### src/rtl/booth_controller.sv
// -----------------------------------------------------------------------------
// booth_controller
//
// Sequencing FSM for a radix-2 Booth multiplier datapath. It accepts an
// operand-load request over a valid/ready handshake, then steps the datapath
// through WIDTH iterations. Each iteration is an OP cycle (add/sub/none,
// chosen from the Booth pair {q0,q_m1}) followed by a SHIFT cycle. The
// finished product is then offered over a second valid/ready handshake.
//
// Ports
//   clk         in   clock, all state on the rising edge
//   reset       in   asynchronous active-low reset (0 = reset)
//   clear       in   synchronous abort back to IDLE (highest priority)
//   src_valid   in   operands valid at the datapath inputs
//   src_ready   out  controller can accept operands (IDLE only)
//   q0          in   LSB of the multiplier (Q) register
//   q_m1        in   Booth extension bit Q[-1]
//   load_en     out  load A=0, Q=multiplier, Q[-1]=0, M=multiplicand
//   add_en      out  A <= A + M
//   sub_en      out  A <= A - M
//   shift_en    out  arithmetic right shift of {A,Q,Q[-1]}
//   count       out  current iteration index (0..WIDTH-1, never wraps)
//   busy        out  high in every state except IDLE
//   dest_valid  out  product {A,Q} valid
//   dest_ready  in   consumer accepts the product
//
// Latency from the accepting clock edge to the first dest_valid cycle is
// 1 + 2*WIDTH edges regardless of the operand bit pattern.
// -----------------------------------------------------------------------------
module booth_controller #(
  parameter  int WIDTH = 16,
  localparam int CNT_W = $clog2(WIDTH)
) (
  input  logic             clk,
  input  logic             reset,
  input  logic             clear,
  input  logic             src_valid,
  output logic             src_ready,
  input  logic             q0,
  input  logic             q_m1,
  output logic             load_en,
  output logic             add_en,
  output logic             sub_en,
  output logic             shift_en,
  output logic [CNT_W-1:0] count,
  output logic             busy,
  output logic             dest_valid,
  input  logic             dest_ready
);

  typedef enum logic [2:0] {
    ST_IDLE,
    ST_LOAD,
    ST_OP,
    ST_SHIFT,
    ST_DONE
  } state_e;

  localparam logic [CNT_W-1:0] LAST_ITER = CNT_W'(WIDTH - 1);

  state_e           state_q, state_d;
  logic [CNT_W-1:0] count_q, count_d;

  // ---------------------------------------------------------------------------
  // State and iteration counter registers
  // ---------------------------------------------------------------------------
  // NOTE: sequential state uses non-blocking (<=) so every register samples
  // the pre-edge values of its neighbours, independent of statement order.
  always_ff @(posedge clk or negedge reset) begin
    if (!reset) begin
      state_q <= ST_IDLE;
      count_q <= '0;
    end else begin
      state_q <= state_d;
      count_q <= count_d;
    end
  end

  // ---------------------------------------------------------------------------
  // Next-state and output decode
  // ---------------------------------------------------------------------------
  always_comb begin
    // NOTE: every signal written here gets a default first, so no path can
    // leave one unassigned and infer a latch; blocking (=) is correct here.
    state_d    = state_q;
    count_d    = count_q;
    src_ready  = 1'b0;
    busy       = 1'b1;
    load_en    = 1'b0;
    add_en     = 1'b0;
    sub_en     = 1'b0;
    shift_en   = 1'b0;
    dest_valid = 1'b0;

    unique case (state_q)
      ST_IDLE: begin
        src_ready = 1'b1;
        busy      = 1'b0;
        if (src_valid) begin
          state_d = ST_LOAD;
        end
      end

      ST_LOAD: begin
        load_en = 1'b1;
        count_d = '0;
        state_d = ST_OP;
      end

      ST_OP: begin
        // The Booth pair is only looked at inside OP, so an unknown q0/q_m1
        // in any other state never reaches the strobes.
        if ({q0, q_m1} == 2'b10) begin
          sub_en = 1'b1;
        end else if ({q0, q_m1} == 2'b01) begin
          add_en = 1'b1;
        end
        state_d = ST_SHIFT;
      end

      ST_SHIFT: begin
        shift_en = 1'b1;
        if (count_q == LAST_ITER) begin
          // Final iteration: count parks at WIDTH-1 rather than wrapping.
          state_d = ST_DONE;
        end else begin
          count_d = count_q + CNT_W'(1);
          state_d = ST_OP;
        end
      end

      ST_DONE: begin
        dest_valid = 1'b1;
        if (dest_ready) begin
          state_d = ST_IDLE;
          count_d = '0;
        end
      end

      default: begin
        busy    = 1'b0;
        state_d = ST_IDLE;
        count_d = '0;
      end
    endcase

    // Abort wins over every transition and suppresses the datapath strobes
    // for that cycle so the accumulator is left untouched.
    if (clear) begin
      state_d  = ST_IDLE;
      count_d  = '0;
      load_en  = 1'b0;
      add_en   = 1'b0;
      sub_en   = 1'b0;
      shift_en = 1'b0;
    end
  end

  assign count = count_q;

endmodule
### config.mk
export PLATFORM = sky130hd
export DESIGN_NAME = booth_controller
export DESIGN_NICKNAME = d
export VERILOG_FILES = /design/src/rtl/booth_controller.sv
export SDC_FILE = /design/constraint.sdc
export NUM_CORES = 1
export LEC_CHECK = 0
export CAP_MARGIN = 5
export CORE_AREA = 4 4 41 43
export DETAILED_ROUTE_END_ITERATION = 6
export DIE_AREA = 0 0 45 47
export PLACE_DENSITY_LB_ADDON = 0.05
export RECOVER_POWER = 25
export SYNTH_ARGS = -nofsm -noshare
export SYNTH_HDL_FRONTEND = slang
export SYNTH_SLANG_ARGS = --single-unit
### constraint.sdc
create_clock -name clk -period 1.2 [get_ports clk]
set_input_delay 0.24 -clock clk [delete_from_list [all_inputs] [get_ports clk]]
set_output_delay 0.24 -clock clk [all_outputs]
set_load 0.02 [all_outputs]
## Word level (Yosys, flattened, before mapping)

Index checks and enable logic that the tools add are counted.

| operators by class | value |
|---|---|
| add/sub/neg operators | 1 |
| equality and inequality tests | 11 |
| muxes and demuxes | 23 |
| reduce and logical (&&, ||, !) cells | 5 |

Operators by type and width:

| kind | number |
|---|---|
| $pmux 3 s5 | 1 |
| $mux 1 | 14 |
| $mux 3 | 4 |
| $mux 4 | 3 |
| $pmux 4 s3 | 1 |
| $ne 3x3->1 const B | 3 |
| $eq 3x2->1 const B | 2 |
| $add 4x1->4 const B | 1 |
| $eq 4x4->1 const B | 1 |
| $reduce_or 4->1 | 1 |
| $eq 3x1->1 const B | 1 |
| $eq 3x3->1 const B | 1 |
| $logic_not 3->1 | 1 |
| $reduce_and 3->1 | 1 |
| $eq 2x1->1 const B | 1 |
| $eq 2x2->1 const B | 1 |
| $ne 2x1->1 const B | 1 |
| $reduce_and 2->1 | 1 |
| $reduce_or 2->1 | 1 |

| word-level totals | value |
|---|---|
| register bits after elaboration | 7 |
| bits of input ports | 7 |
| output and inout bits | 11 |
| logic and storage cells | 42 |

## Longest topological paths before layout

Gate-level depths: netlist (run 1).

| logic depth | value |
|---|---|
| depth in word-level cells | 5 |
| gate-level depth with buffers | 4 |
| mapped depth without buffers | 4 |

## Worst setup path before layout (run 1)

OpenSTA, ideal clock, no wires.

| path | value |
|---|---|
| path type | flip-flop to output port |
| start | register state_q[0] |
| end | output add_en |
| data arrival time | 1.305 ns |
| data required time | 0.960 ns |
| slack | -0.345 ns |
| cell stages (with the launch flop) | 5 |
| buffers on the path | 1 |
| path through | dfrtp_1 > buf_4 > nor3_2 > nand2_1 > nor3b_1 |

| on the way | value |
|---|---|
| cells in the longest elaborated chain, start to end | 3 |

Ends and longest elaborated chain:

| item | RTL line | RTL |
|---|---|---|
| start: declaration | 61 | `state_e state_q, state_d;` |
| start signal: assignment | 74 | `state_q <= state_d;` |
| $eq 3x2->1 | 95 | `unique case (state_q)` |
| $mux 1 | 95 |  |
| $mux 1 | 149 | `if (clear) begin` |
| end: declaration | 42 | `output logic add_en,` |

No other way between the ends.

## Final worst setup path (run 1)

| path | value |
|---|---|
| start | register state_q[0] |
| end | output busy |

| on the way | value |
|---|---|
| cells in the longest elaborated chain, start to end | 3 |

Ends and longest elaborated chain:

| item | RTL line | RTL |
|---|---|---|
| $eq 3x3->1, or another cell as far along | 95 |  |
| $reduce_or 4->1 (no line) * | n/a |  |
| $mux 1 * | 95 |  |
| end: declaration | 46 | `output logic busy,` |

Every way passes the cells marked *; elsewhere a longest branch is shown, timed or not.

==> run metrics, run 1 <==
vias per inst about 5.1; failing checks setup timing; period utilisation layout 131%; total gr overflow 0; Synth Cell Area around 450 um^2; DR iter-0 viols 3; antenna violations before repair 0; CP Class flip-flop to output pin; minimum clock period 1.58 ns; GRT Util Overall 15.9%; DP Wirelength about 990 um; synth cell count leaders 7 x dfrtp_1, 5 x inv_1, 5 x nand2_1, 4 x o21ai_1; clock root cell clkbuf_4; share of layout cells above drive strength 1 67.4%; syn nets 57; Port Buffers 17; final WL 1.50 mm; post-synthesis average cell area between 9 and 10 um^2; worst hold path type input pin to asynchronous set/reset pin; Starting Density roughly a third; count of different cell masters after synthesis 25; largest net degree at the start of global routing 8; Worst Tran Pin Value roughly 0.37 ns; Die ar. around 2100 um^2; CTS HTree Levels 1; Die H ~47 um; most frequent cell after synthesis dfrtp_1; TritonCTS Sinks 7; Area growth syn-to-layout 108%; Main synth FF type dfrtp_1; clock power share a little under a third; RSZ-0062 raised after global routing true; Critical Path Fanout Max 5; Final setup viols 13; Synth area leaders dfrtp_1 39%, buf_6 5.0%, o21ai_1 4.4%; top cell type's share of synthesized area a little under 40%; WL/cell about 14 um; area leader, netlist dfrtp_1; logic gate share of total power between 30% and 40%; Seq pwr share between 30% and 40%; GPL Wtd Cong between 0.7 and 0.8; outcome finished with violations; CTS max path bufs 2; Layout Nets 98; final setup slack of the worst path -0.376 ns; Num CTS Buffers 3; P_int roughly 0.50 mW; Data arrival, critical path between 1 and 1.5 ns; first-pass GRT wire length 2.44 mm; row count 13; DR vias 533; Sw Ratio about 29%; number of enable flip-flop cells after synthesis 0; asr flop ratio synth 100%; Power Total 0.703 mW; vias in the first global route around 540; Fmax between 0.6 and 0.7 GHz; antenna cells 0; Remaining DRCs 0; WP data required between 0.9 and 1 ns; Setup crit start kind flip-flop; Leakage Power around 0.4 nW; Clock Skews 0.00431 ns; filler instances around 110; sequential area share after synthesis between 30% and 40%; Post-Synthesis Cells between 40 and 50; PwrDens around 750 nW/um^2; CP endpoint kind output pin; Reg clk slew, reported paths 0.06 ns; Post-DRT Antenna Nets 0; Final Hold Viols 0; maxcap violations 0; CTS tree done; Hold WS 0.334 ns; Peak VDD IR between 0.5 and 0.6 mV; final-report max-slew violation count 0; worst skew pair latency 0.25 ns; Max-slew headroom ~75%; #FFs+latches synth 7; Core Area ~1300 um^2; I/O Pins 18; die width around 45 um; switching power between 0.2 and 0.25 mW; Syn. warnings 0; TritonRoute pass-1 iters 4
==> path summary, 6_finish.rpt <==
| kind | end | slack (ns) | from | cells after the start |
|---|---|---|---|---|
| hold reg to reg | count[1]$_DFFE_PN0P_ | 0.58 | count[1]$_DFFE_PN0P_ | 2 |
| hold / removal | count[1]$_DFFE_PN0P_ | 0.33 | reset | 1 |
| setup / recovery | busy | -0.38 | state_q[0]$_DFFE_PN0P_ | 5 |
| setup reg to reg | state_q[1]$_DFFE_PN0P_ | -0.18 | state_q[0]$_DFFE_PN0P_ | 6 |
| min in group clk | state_q[1]$_DFFE_PN0P_ | 0.54 | clear | 3 |
| max in group asynchronous | state_q[1]$_DFFE_PN0P_ | 0.58 | reset | 1 |
==> cell families after synthesis <==
family	Yosys count	synth area share, %
AND/OR/NAND/NOR	19	25.4
buffers and inverters	8	10.8
adder cells (fa/ha/maj)	1	2.76
AO/OA/AOI/OAI	13	20.4
XOR/XNOR	1	1.93
flip-flops	7	38.7
==> timing repair <==
action | CTS | global route
endpoints found under the setup margin | 17 | 17
gates resized for setup | 57 | 22
pin swaps | 7 | 11
setup buffers | 3 | 6
hold buffers | 0 | 0
==> area by class of cell <==
cell class              count  area (um^2)  area share [%]
clock buffers               4         26.3            2.79
repair buffers             39          343            36.4
flip-flops and latches      7          180            19.1
inverters                   5         18.8            1.99
multi-input cells          34          355            37.7
well taps                  15         18.8            1.99
==> metal layers <==
layer,GRT usage [%],wire [um]
met1,17.4,579
met4,6.43,19
met2,30.2,824
met5,0,0
met3,2.68,77
==> flip-flops by register name, indices dropped and copies added, names as in the netlist <==
name,flops
count,4
state_q,3
==> power groups by stage <==
stage               clock network, mW  registers (mW)  logic, mW
floorplan                           0           0.252     0.0839
finish                          0.221           0.257      0.226
global route                    0.242           0.258      0.239
detailed placement                  0           0.257      0.161
CTS                             0.223           0.255      0.175
global placement                    0           0.257      0.160
==> placed cells by master, fill, tap and decap left out, types with 2 or more instances in the layout <==
master,instances
clkbuf_4,3
nor3_4,2
clkdlybuf4s50_1,4
dfrtp_2,4
nor2_4,3
o21ai_1,3
inv_1,5
buf_6,11
nor3b_4,2
nand2_2,3
nand2_1,2
a21oi_2,2
dfrtp_1,3
buf_2,2
nand3_1,3
buf_4,18
==> critical path: stages (launching register included) <==
cell     delay [ns]
dfrtp_1        0.41
buf_4          0.15
buf_6          0.12
nor2_4         0.12
xnor2_1        0.12
buf_4          0.16
==> per-stage QoR <==
stage	utilization, %	TNS [ns]	cell area, um^2	std cells	setup WS, ns
after global placement	58.8	-6.86	766	91	-0.865
final	72.4	-3.27	942	104	-0.376
after global routing	72.4	-3.87	942	104	-0.440
after detailed placement	58.8	-6.93	766	91	-0.892
after CTS	65.1	-2.33	847	98	-0.372
after floorplan	-	-0.199	509	49	-0.0801
Note: power is estimated with default switching activity, not from simulation.
==> inputs of run 2 (changes only) <==
--- a/config.mk
+++ b/config.mk
@@ -11,2 +11,3 @@
 export DIE_AREA = 0 0 45 47
+export DONT_BUFFER_PORTS = 1
 export PLACE_DENSITY_LB_ADDON = 0.05
==> constraint.sdc (replaced) <==
create_clock -name clk -period 1.2 [get_ports clk]
set_input_delay 0.18 -clock clk [delete_from_list [all_inputs] [get_ports clk]]
set_output_delay 0.18 -clock clk [all_outputs]
set_load 0.02 [all_outputs]
==> run metrics, run 2 (same netlist as run 1, synthesis figures left out) <==
P_int between 0.4 and 0.5 mW; RSZ-0062 raised after global routing true; antenna violations before repair 0; Hold Path End state_q[1]$_DFFE_PN0P_; CTS max path bufs 2; Starting Density approximately a third; worst skew pair latency 0.25 ns; final WL between 1 and 1.5 mm; total gr overflow 0; PwrDens between 800 and 900 nW/um^2; minimum clock period between 1 and 1.5 ns; grt met1 use 16.4%; Power Total between 0.6 and 0.7 mW; Fmax approximately 0.68 GHz; CP endpoint kind output pin; most frequent cells in the layout 22 x buf_4, 5 x dfrtp_2, 4 x inv_1, 4 x o21ai_1; Hold Buf Count CTS 1; Layout Nets between 80 and 90; RR Endpoint count[0]$_DFFE_PN0P_; die width around 45 um; GR peak layer met2; first-pass GRT wire length about 2.2 mm; Peak VDD IR approximately 0.46 mV; clock root cell clkbuf_4; Reg clk slew, reported paths ~0.05 ns; filler instances ~110; GR Layer Usage met3 under 10%; outcome finished with violations; most common cell after layout, fill and taps aside buf_4; final setup slack of the worst path -0.262 ns; Non-Filler Instances 90; Hold Path Stages 1; share of layout cells above drive strength 1 between 60% and 70%; Clock Skews around 0.0026 ns; period utilisation layout 122%; Leakage Power 0.320 nW; Area growth syn-to-layout 67.7%; TritonRoute pass-1 iters 2; Final Hold Viols 1; TritonCTS Sinks 7; antenna cells 0; DP Wirelength roughly 960 um; placed insts between 70 and 80; R2R cell count 6; CP Class flip-flop to output pin; Final Cell Area 759 um^2; vias in the first global route between 500 and 600; Data arrival, critical path between 1 and 1.5 ns; DR iter-0 viols 4; Fin Setup TNS -1.79 ns; Die H 47 um; failing checks hold timing, setup timing; GRT Util Overall around 15%; max FFs per register 4; Sw Ratio a little over a quarter; met2 Resource Use GR between 20% and 30%; Final setup viols 11; Hold WS -0.00704 ns; Core Area roughly 1300 um^2; CTS HTree Levels 1; worst hold path type input pin to flip-flop; R2R Setup Slk -0.11 ns; Setup crit start kind flip-flop; Post-DRT Antenna Nets 0; logic gate share of total power 22.9%; Num CTS Buffers 3; WL/cell 14.2 um; Final Util between 50% and 60%; FF-to-FF Start state_q[2]$_DFFE_PN0P_; GPL Wtd Cong around 0.75; Remaining DRCs 0; Port Buffers 0; Critical Path Fanout Max 3; Seq pwr share a little over two fifths; WP data required 1.02 ns; row count 13; largest net degree at the start of global routing 10; min-delay src clear; maxcap violations 0; final-report max-slew violation count 0; clock power share approximately a third; Worst Tran Pin Value approximately 0.33 ns; Cell Area, Placed between 600 and 700 um^2; DR vias around 470; switching power ~0.17 mW; Max-slew headroom between 70 and 80%; CTS tree done; Post-Place Setup Slack -0.0431 ns; Die ar. ~2100 um^2; vias per inst around 5.3; I/O Pins 18
[run 2: changes by cell type in the layout (fill, tap and decap cells not counted), sizes merged]
cell	previous run	this run
clkdlybuf4s50	4	0
clkdlybuf4s15	1	0
buf	31	24
clkbuf	5	4
dlygate4sd2	1	0
[run 2: how the worst max path moves through the flow]
stage	from	endpoint	depth (start not counted)
CTS	state_q[2]$_DFFE_PN0P_	sub_en	3
global route	state_q[2]$_DFFE_PN0P_	add_en	3
global placement	state_q[2]$_DFFE_PN0P_	add_en	3
detailed placement	state_q[2]$_DFFE_PN0P_	sub_en	3
floorplan	state_q[2]$_DFFE_PN0P_	add_en	4
finish	state_q[2]$_DFFE_PN0P_	add_en	3
[run 2: timing repair]
item	4_1_cts	5_1_grt
pin swaps	8	7
setup endpoints to repair	8	13
buffers inserted	5	3
endpoints found under the hold margin	8	1
gates resized for setup	7	4
cloned	0	0
[run 2: worst max-delay path: stages (launching register included)]
cell	delay, ns
dfrtp_2	0.43
nor3_4	0.18
nand2_2	0.11
nor3b_4	0.31
[run 2: cell type report]
| cell class | instances | area (um^2) | share of cell area (%) |
|---|---|---|---|
| multi-input cells | 34 | 308 | 40.5 |
| inverters | 5 | 18.8 | 2.47 |
| well taps | 15 | 18.8 | 2.47 |
| repair buffers | 25 | 206 | 27.2 |
| flip-flops and latches | 7 | 181 | 23.9 |
| clock buffers | 4 | 26.3 | 3.46 |
[run 2: power groups by stage]
stage / Clock (mW) / Sequential, mW / Combinational [mW]
after floorplan: 0 / 0.252 / 0.0828
after global placement: 0 / 0.262 / 0.112
after detailed placement: 0 / 0.263 / 0.113
after CTS: 0.223 / 0.259 / 0.129
after global routing: 0.239 / 0.261 / 0.152
final: 0.214 / 0.260 / 0.141
[run 2: per-layer routing]
metal,share of wire [%],wire (um)
met5,0,0
met1,39,501
met2,53,673
met4,0.62,8
met3,7.6,97
